$ cat src/rtl/sync_decoder.sv
// Recovers column/row counters from active-video h/v strobes, checks them
// against the nominal timing and reports lock status and timing errors.
module sync_decoder #(
  parameter int TOTAL_COLS  = 800,
  parameter int TOTAL_ROWS  = 525,
  parameter int ACTIVE_COLS = 640,
  parameter int ACTIVE_ROWS = 480
) (
  input  logic       i_Clk,
  input  logic       i_Rst_n,
  input  logic       i_h_sync,
  input  logic       i_v_sync,
  output logic       o_h_sync,
  output logic       o_v_sync,
  output logic [9:0] o_col_num,
  output logic [9:0] o_row_num,
  output logic       o_frame_start,
  output logic       o_locked,
  output logic       o_sync_err
);
  localparam logic [1:0] SEARCH = 2'd0;
  localparam logic [1:0] CHECK  = 2'd1;
  localparam logic [1:0] LOCKED = 2'd2;

  localparam logic [10:0] TC = 11'(TOTAL_COLS);
  localparam logic [10:0] TR = 11'(TOTAL_ROWS);
  localparam logic [10:0] AC = 11'(ACTIVE_COLS);
  localparam logic [10:0] AR = 11'(ACTIVE_ROWS);

  logic [1:0]  state, state_nx;
  logic        err, err_nx, sync_err_nx;
  logic        hr, hf, vr, vf;
  logic [10:0] meas_col, meas_row;
  logic        sat, h_viol, v_viol, frame_ok;

  assign hr = i_h_sync & ~o_h_sync;
  assign hf = ~i_h_sync & o_h_sync;
  assign vr = i_v_sync & ~o_v_sync;
  assign vf = ~i_v_sync & o_v_sync;

  assign meas_col = {1'b0, o_col_num} + 11'd1;
  assign meas_row = {1'b0, o_row_num} + 11'd1;

  // Flag only the step into saturation so a stuck line reports once.
  assign sat      = ~hr && (o_col_num == 10'd1022);
  assign h_viol   = (hr && meas_col != TC) || (hf && meas_col != AC) || sat;
  assign v_viol   = (vr && meas_row != TR) || (vf && meas_row != AR);
  assign frame_ok = (meas_row == TR);

  always_comb begin
    state_nx    = state;
    err_nx      = err;
    sync_err_nx = 1'b0;
    case (state)
      SEARCH: begin
        if (vr) begin
          state_nx = CHECK;
          err_nx   = 1'b0;
        end
      end
      CHECK: begin
        // A frame boundary closes one check window and opens the next.
        if (vr) begin
          if (!err && !h_viol && frame_ok) state_nx = LOCKED;
          err_nx = 1'b0;
        end else if (h_viol || v_viol) begin
          err_nx = 1'b1;
        end
      end
      LOCKED: begin
        if (h_viol || v_viol) begin
          state_nx    = SEARCH;
          sync_err_nx = 1'b1;
        end
      end
      default: state_nx = SEARCH;
    endcase
  end

  always_ff @(posedge i_Clk or negedge i_Rst_n) begin
    if (!i_Rst_n) begin
      o_h_sync      <= 1'b0;
      o_v_sync      <= 1'b0;
      o_col_num     <= '0;
      o_row_num     <= '0;
      o_frame_start <= 1'b0;
      o_locked      <= 1'b0;
      o_sync_err    <= 1'b0;
      state         <= SEARCH;
      err           <= 1'b0;
    end else begin
      o_h_sync      <= i_h_sync;
      o_v_sync      <= i_v_sync;
      o_frame_start <= vr;
      o_locked      <= (state_nx == LOCKED);
      o_sync_err    <= sync_err_nx;
      state         <= state_nx;
      err           <= err_nx;
      if (hr)                          o_col_num <= '0;
      else if (o_col_num != 10'h3FF)   o_col_num <= o_col_num + 10'd1;
      if (vr)                          o_row_num <= '0;
      else if (hr && o_row_num != 10'h3FF) o_row_num <= o_row_num + 10'd1;
    end
  end
endmodule

$ cat config.mk
export PLATFORM = sky130hd
export DESIGN_NAME = sync_decoder
export DESIGN_NICKNAME = d
export VERILOG_FILES = /design/src/rtl/sync_decoder.sv
export SDC_FILE = /design/constraint.sdc
export NUM_CORES = 1
export LEC_CHECK = 0
export ABC_AREA = 0
export CELL_PAD_IN_SITES_DETAIL_PLACEMENT = 2
export CELL_PAD_IN_SITES_GLOBAL_PLACEMENT = 2
export CORE_MARGIN = 1.5
export CORE_UTILIZATION = 34
export CTS_CLUSTER_SIZE = 8
export DETAILED_ROUTE_END_ITERATION = 8
export PLACE_DENSITY = 0.9
export SYNTH_ARGS = -nofsm -noshare
export SYNTH_HDL_FRONTEND = slang
export SYNTH_SLANG_ARGS = --single-unit
$ cat constraint.sdc
create_clock -name i_Clk -period 6.2 [get_ports i_Clk]
set_input_delay 1.24 -clock i_Clk [delete_from_list [all_inputs] [get_ports i_Clk]]
set_output_delay 1.24 -clock i_Clk [all_outputs]
set_load 0.02 [all_outputs]
==> results of run 1 <==
-- power groups by stage --
stage	logic [W]	registers [W]	clock network (W)
finish	0.000111	0.000225	0.000103
global route	0.000120	0.000229	0.000111
CTS	0.000113	0.000226	0.000106
detailed placement	0.000112	0.000230	0
global placement	0.000106	0.000228	0
floorplan	0.0000455	0.000238	0
-- logic make-up (layout without fill, tap and decap cells) --
| logic type | after synthesis | in the layout | synth area share [%] |
|---|---|---|---|
| AND/OR/NAND/NOR | 77 | 77 | 24.59 |
| AO/OA/AOI/OAI | 36 | 36 | 15.08 |
| XOR/XNOR | 20 | 20 | 10.40 |
| adder cells (fa/ha/maj) | 4 | 4 | 2.972 |
| multiplexers | 3 | 3 | 1.783 |
| buffers and inverters | 15 | 38 | 3.566 |
| flip-flops | 28 | 28 | 41.60 |
-- cell usage after synthesis, drive strengths merged --
cell and number:
a31oi 2, a311oi 2, nor3 5, nand3b 2, a21oi 13, o2111ai 1, xnor2 5, nor4b 2
inv 6, or4b 1, a41oi 2, o21ai 3, mux2i 3, o21ba 1, and3 6, nand4b 2
o31ai 1, a211oi 5, nor4 1, nand3 5, or4 1, o21a 3, xor2 15, clkbuf 6
o32ai 1, ha 4, nor2 24, nor2b 3, dfrtp 28, nand2 13, buf 3, a31o 1
nand2b 5, o211a 1, nand4 7
-- placed cells by master, fill, tap and decap left out, types with 2 or more instances in the layout --
master and instances:
nand4_1 7, a211oi_1 4, nand2b_1 5, nand3_1 4, xor2_1 15, nand3b_1 2
nand4b_1 2, a31oi_1 2, xnor2_1 5, ha_1 4, nor2b_1 3, nor2_1 24
mux2i_1 3, and3_1 6, a21oi_1 13, o21a_1 3, a311oi_1 2, inv_1 6
clkbuf_8 3, clkdlybuf4s50_1 28, nand2_1 13, nor3_1 4, nor4b_1 2, o21ai_0 3
dfrtp_1 28
-- through the flow --
| stage | instances | total power, W |
|---|---|---|
| finish | 273 | 0.0004388 |
| global route | 273 | 0.0004603 |
| CTS | 273 | 0.0004444 |
| detailed placement | 270 | 0.0003415 |
| global placement | 270 | 0.0003343 |
| floorplan | 183 | 0.0002839 |
-- cell type report --
cell class	instances	area share (%)
Clock buffer	3	2.005
Inverter	6	1.094
Multi-Input combinational cell	140	44.84
Sequential cell	28	34.02
Tap cell	67	4.070
Timing Repair Buffer	29	13.97
-- metal layers --
layer  part of all wire, %  up-vias  global-route usage (%)
met5                     0        -                       0
met4                  0.90        0                   4.321
met3                   2.6        5                   2.195
met2                    52       23                   34.14
met1                    44      767                   26.16
li1                      -      698                       -
-- sequential cells by signal, indices dropped and copies added, names as in the netlist --
name           count
o_col_num         10
o_row_num         10
state              2
err                1
o_frame_start      1
o_h_sync           1
o_locked           1
o_sync_err         1
o_v_sync           1
-- worst reg2reg max path, cell delays in order (launching register included) --
cell and delay, ns:
dfrtp_1 0.45, ha_1 0.33, nand4_1 0.20, nor2_1 0.12
a31oi_1 0.75, nand4_1 0.20, xor2_1 0.17, nor2_1 0.06
-- worst paths after layout --
check / start / to / cells past startpoint
min in group asynchronous: i_Rst_n / o_col_num[9] / 2
max in group asynchronous: i_Rst_n / o_col_num[3] / 2
worst max register to register: o_row_num[0] / o_row_num[6] / 7
worst min-delay path: state[1] / state[0] / 1
worst min register to register: state[1] / state[0] / 1
worst max-delay path: i_v_sync / o_locked / 6
==> impl_metrics.py, run 1 <==
metrics = {
    "drt": {
        "routedWlPerCell_um": 17.92,
        "drtIter0Drc": 66,
        "via_count": 1493,
        "dr.pass1.iters": 4,
        "viasPerCell": 5.469,
        "wirelength_um": 4893,
        "drt.antenna.violating_nets": 0,
        "drc": 0,
    },
    "setup_path": {
        "reg2reg_slack_ns": 3.76,
        "path_max_fanout": 13,
        "crit_chain": "clkdlybuf4s50_1 -> inv_1 -> nor2_1 -> nand3b_1 -> nor4_1 -> o21a_1",
        "cp-start-kind": "input pin",
        "cp.buffers_inverters": 2,
        "cp_top_family": "simple AND/OR/NAND/NOR gates",
        "endpoint_kind": "register",
        "critPathKind": "in2reg",
        "cp.required_ns": 6.43,
        "cp.arrival_ns": 3.38,
        "slowest_stage": "nor2_1",
        "cp_slowest_stage_delay_ns": 0.69,
    },
    "global_routing": {
        "grt_max_degree": 29,
        "grt_usage_pct": 19.60,
        "grt_pass1_vias": 1542,
        "antenna_found_initial": 0,
        "grt_pass1_wl_um": 8004,
        "overflow": 0,
    },
    "sta": {
        "rsz0062_at_grt": "false",
        "timing.final.ws_setup_ns": 3.047,
        "holdWs_ns": 0.5587,
        "setup_viol_count_final": 0,
        "clock.fmax_mhz": 317.2,
        "fin_tns_setup_ns": 0,
        "relSlewSlack_pct": 35.41,
        "min_period_over_period_pct": 50.85,
        "hold_viol": 0,
        "fin_crit_ns": 3.153,
        "finalClockSkew_ns": 0.002286,
        "drv_slew": 0,
        "worst_pin_slew_ns": 0.9643,
    },
    "power_and_ir_drop": {
        "internal_power_w": 0.0002909,
        "p_leak_nw": 0.8391,
        "swShare_pct": 33.71,
        "seqPwrFrac_pct": 51.4,
        "combPwrFrac_pct": 25.2,
        "ir_worst_vdd_uv": 116.5,
        "p_sw_w": 0.0001479,
        "pwr-share-clk_pct": 23.4,
        "powerDensity_mw_per_mm2": 213.0,
    },
    "placement": {
        "post-place-ws_ns": 2.800,
        "dpl-instance-area_mm2": 0.002018,
        "place.detailed.hpwl_um": 3550,
        "port_buffers": 28,
        "gp_congestion": 0.8116,
    },
    "clock_network": {
        "ctsHoldBuffers": 0,
        "postCtsSetupRepairBufs": 0,
        "cts_tree": "yes",
        "cts-resized-gates": 0,
        "cts_num_sinks": 28,
        "root_buffer": "clkbuf_8",
        "clk_latency_ns": 0.28,
        "clk_pin_slew_ns": 0.10,
        "htree_levels": 1,
        "numCtsBuffers": 3,
        "clockBufferDepth": 2,
    },
    "layout": {
        "area_delta_synth_final_pct": 22.29,
        "design_area_mm2": 0.002059,
        "final_util_pct": 43.32,
        "insertedDiodeCount": 0,
        "seqCellArea_um2": 700.7,
        "multi_input_area_um2": 923.4,
        "layout.nets": 216,
        "final_layout_size_suffix_gt1_share_pct": 5.825,
        "fillCellCount": 540,
    },
    "synthesis": {
        "ys_warn_count": 0,
        "synth_cells": 183,
        "synth-seq-cells": 28,
        "syn_area_mm2": 0.001684,
        "yosysSeqAreaShare_pct": 41.60,
        "synth.avg_cell_area_um2": 9.203,
        "synth_fp_nets": 191,
        "synth_top_area_share_pct": 41.60,
        "synth_largest_area_cell": "dfrtp_1",
        "synth_area_leaders": "dfrtp_1 42%, xor2_1 7.8%, nor2_1 5.3%, a21oi_1 3.9%, ha_1 3.0%",
        "yosys.cell_types.count": 39,
    },
    "die": {
        "coreArea_mm2": 0.004755,
        "dieArea_mm2": 0.005385,
        "ioPinCount": 29,
        "start_util_pct": 35.42,
        "rows": 25,
        "die_w_um": 73.38,
        "fp.dieH_um": 73.38,
    },
    "min_path": {
        "min_path_type": "reg2reg",
    },
    "run_status": {
        "status": "finished clean",
    },
    "flow_run": {
        "max_cap_violations": 0,
    },
}
No activity file was read; power rests on OpenSTA's default activity.
==> run 2, diff against run 1 <==
CORE_UTILIZATION = 29   (was 34)
PLACE_DENSITY = 0.82   (was 0.9)
clock period = 2.7 ns   (was 6.2 ns; I/O delays follow)
==> run 2 against run 1 <==
  * Sequential power rose by 130%
  * Clock-buffer cell count is the same
  * Sequential share of layout area fell by 1.2 points
  * Largest power group unchanged
  * Critical endpoint is now state[0]
  * Largest cell class unchanged
  * Highest routed layer unchanged
==> impl_metrics.py, run 2 (same netlist as run 1, synthesis figures left out) <==
metrics = {
    "run_status": {
        "status": "finished clean",
    },
    "placement": {
        "post-place-ws_ns": 0.3998,
        "place.detailed.hpwl_um": 3517,
        "port_buffers": 28,
        "gp_congestion": 0.7960,
    },
    "layout": {
        "most-common-layout-cells": "28 x dfrtp_1, 28 x clkdlybuf4s50_1, 24 x nor2_1",
        "final_layout_size_suffix_gt1_share_pct": 8.491,
        "layout.nets": 221,
        "area_delta_synth_final_pct": 26.67,
        "insertedDiodeCount": 0,
        "top_regs": "o_col_num: 10 flops, o_row_num: 10 flops, state: 2 flops",
        "fillCellCount": 634,
    },
    "power_and_ir_drop": {
        "powerDensity_mw_per_mm2": 519.5,
        "ir_worst_vdd_uv": 215.2,
        "p_leak_nw": 0.8795,
        "total_power_w": 0.001108,
    },
    "sta": {
        "finalClockSkew_ns": 0.007709,
        "setup_viol_count_final": 0,
        "fin_tns_setup_ns": 0,
        "min_period_over_period_pct": 84.84,
        "drv_slew": 0,
        "worst_pin_slew_ns": 0.4841,
        "clock.fmax_mhz": 436.6,
        "timing.final.ws_setup_ns": 0.4093,
        "relSlewSlack_pct": 67.61,
        "rsz0062_at_grt": "false",
        "fin_crit_ns": 2.291,
        "hold_viol": 0,
    },
    "global_routing": {
        "grt_pass1_vias": 1527,
        "overflow": 0,
        "grt_usage_pct": 16.51,
        "grt_pass1_wl_um": 8107,
        "grt_max_degree": 29,
        "antenna_found_initial": 0,
    },
    "clock_network": {
        "clockBufferDepth": 2,
        "root_buffer": "clkbuf_8",
        "clk_latency_ns": 0.28,
        "cts_tree": "yes",
        "numCtsBuffers": 3,
        "clk_pin_slew_ns": 0.10,
        "htree_levels": 1,
        "ctsHoldBuffers": 0,
        "cts-resized-gates": 0,
        "cts_num_sinks": 28,
        "postCtsSetupRepairBufs": 0,
    },
    "die": {
        "coreArea_mm2": 0.005540,
        "ioPinCount": 29,
        "die_w_um": 79.21,
        "dieArea_mm2": 0.006273,
        "start_util_pct": 30.40,
        "fp.dieH_um": 79.21,
        "rows": 27,
    },
    "setup_path": {
        "cp_top_family": "simple AND/OR/NAND/NOR gates",
        "rr_startpoint": "o_col_num[2]",
        "endpoint_kind": "register",
        "crit_chain": "nand3_2 -> or4_4 -> a211oi_2 -> a41oi_2 -> nor3_4 -> a211oi_1",
        "cp-start-kind": "register",
        "cp.required_ns": 2.85,
        "path_max_fanout": 7,
        "slowest_stage": "or4_4",
        "cp.arrival_ns": 2.44,
        "cp_slowest_stage_delay_ns": 0.55,
        "startpoint": "o_col_num[2]",
        "cp.buffers_inverters": 0,
        "critPathKind": "reg2reg",
    },
    "min_path": {
        "hold_start": "state[1]",
        "min_path_type": "reg2reg",
    },
    "drt": {
        "dr.pass1.iters": 4,
        "wirelength_um": 4740,
        "routedWlPerCell_um": 16.69,
        "drc": 0,
        "via_count": 1490,
        "drt.antenna.violating_nets": 0,
        "viasPerCell": 5.246,
        "drtIter0Drc": 71,
    },
    "flow_run": {
        "max_cap_violations": 0,
    },
}
run 2: final timing paths:
check,endpoint,slack [ns],depth (start not counted)
setup / recovery,state[0],0.41,6
hold / removal,state[0],0.55,1
setup reg to reg,state[0],0.41,6
hold reg to reg,state[0],0.55,1
max in group asynchronous,o_row_num[1],1.78,2
min in group asynchronous,o_col_num[9],0.64,2
run 2: area by class of cell:
| type | count | area, um2 | share of cell area [%] |
|---|---|---|---|
| multi-input cells | 140 | 923.4 | 43.28 |
| inverters | 6 | 22.52 | 1.056 |
| clock inverters | 1 | 30.03 | 1.408 |
| flip-flops and latches | 28 | 700.7 | 32.84 |
| clock buffers | 3 | 41.29 | 1.935 |
| repair buffers | 34 | 325.3 | 15.25 |
| well taps | 72 | 90.09 | 4.223 |
run 2: report_power, final:
part / total [W] / internal [W] / switching (W)
Sequential: 0.000513 / 0.000452 / 0.0000616
Clock: 0.000337 / 0.000199 / 0.000139
Combinational: 0.000258 / 0.000119 / 0.000138
run 2: metrics by stage:
stage / instances / hold slack (ns) / cell area, um2 / utilization (%)
global placement: 280 / 0.5215 / 2062 / 37.22
floorplan: 183 / 0.2444 / 1684 / -
CTS: 284 / 0.5544 / 2133 / 38.51
detailed placement: 280 / 0.5330 / 2062 / 37.22
global route: 284 / 0.5908 / 2133 / 38.51
finish: 284 / 0.5506 / 2133 / 38.51
run 2: worst reg2reg max path: stages, from the launching register on:
cell and delay (ns):
dfrtp_1 0.50, nand3_2 0.20, or4_4 0.55, a211oi_2 0.31
a41oi_2 0.18, nor3_4 0.29, a211oi_1 0.12
run 2: routing by layer:
| metal | wire [um] | up-vias | track usage [%] | share of wire, % |
|---|---|---|---|---|
| li1 | - | 707 | - | - |
| met5 | 0 | - | 0 | 0 |
| met1 | 2311 | 757 | 23.48 | 49 |
| met2 | 2284 | 24 | 26.92 | 48 |
| met3 | 128 | 2 | 2.759 | 2.7 |
| met4 | 15 | 0 | 2.105 | 0.32 |
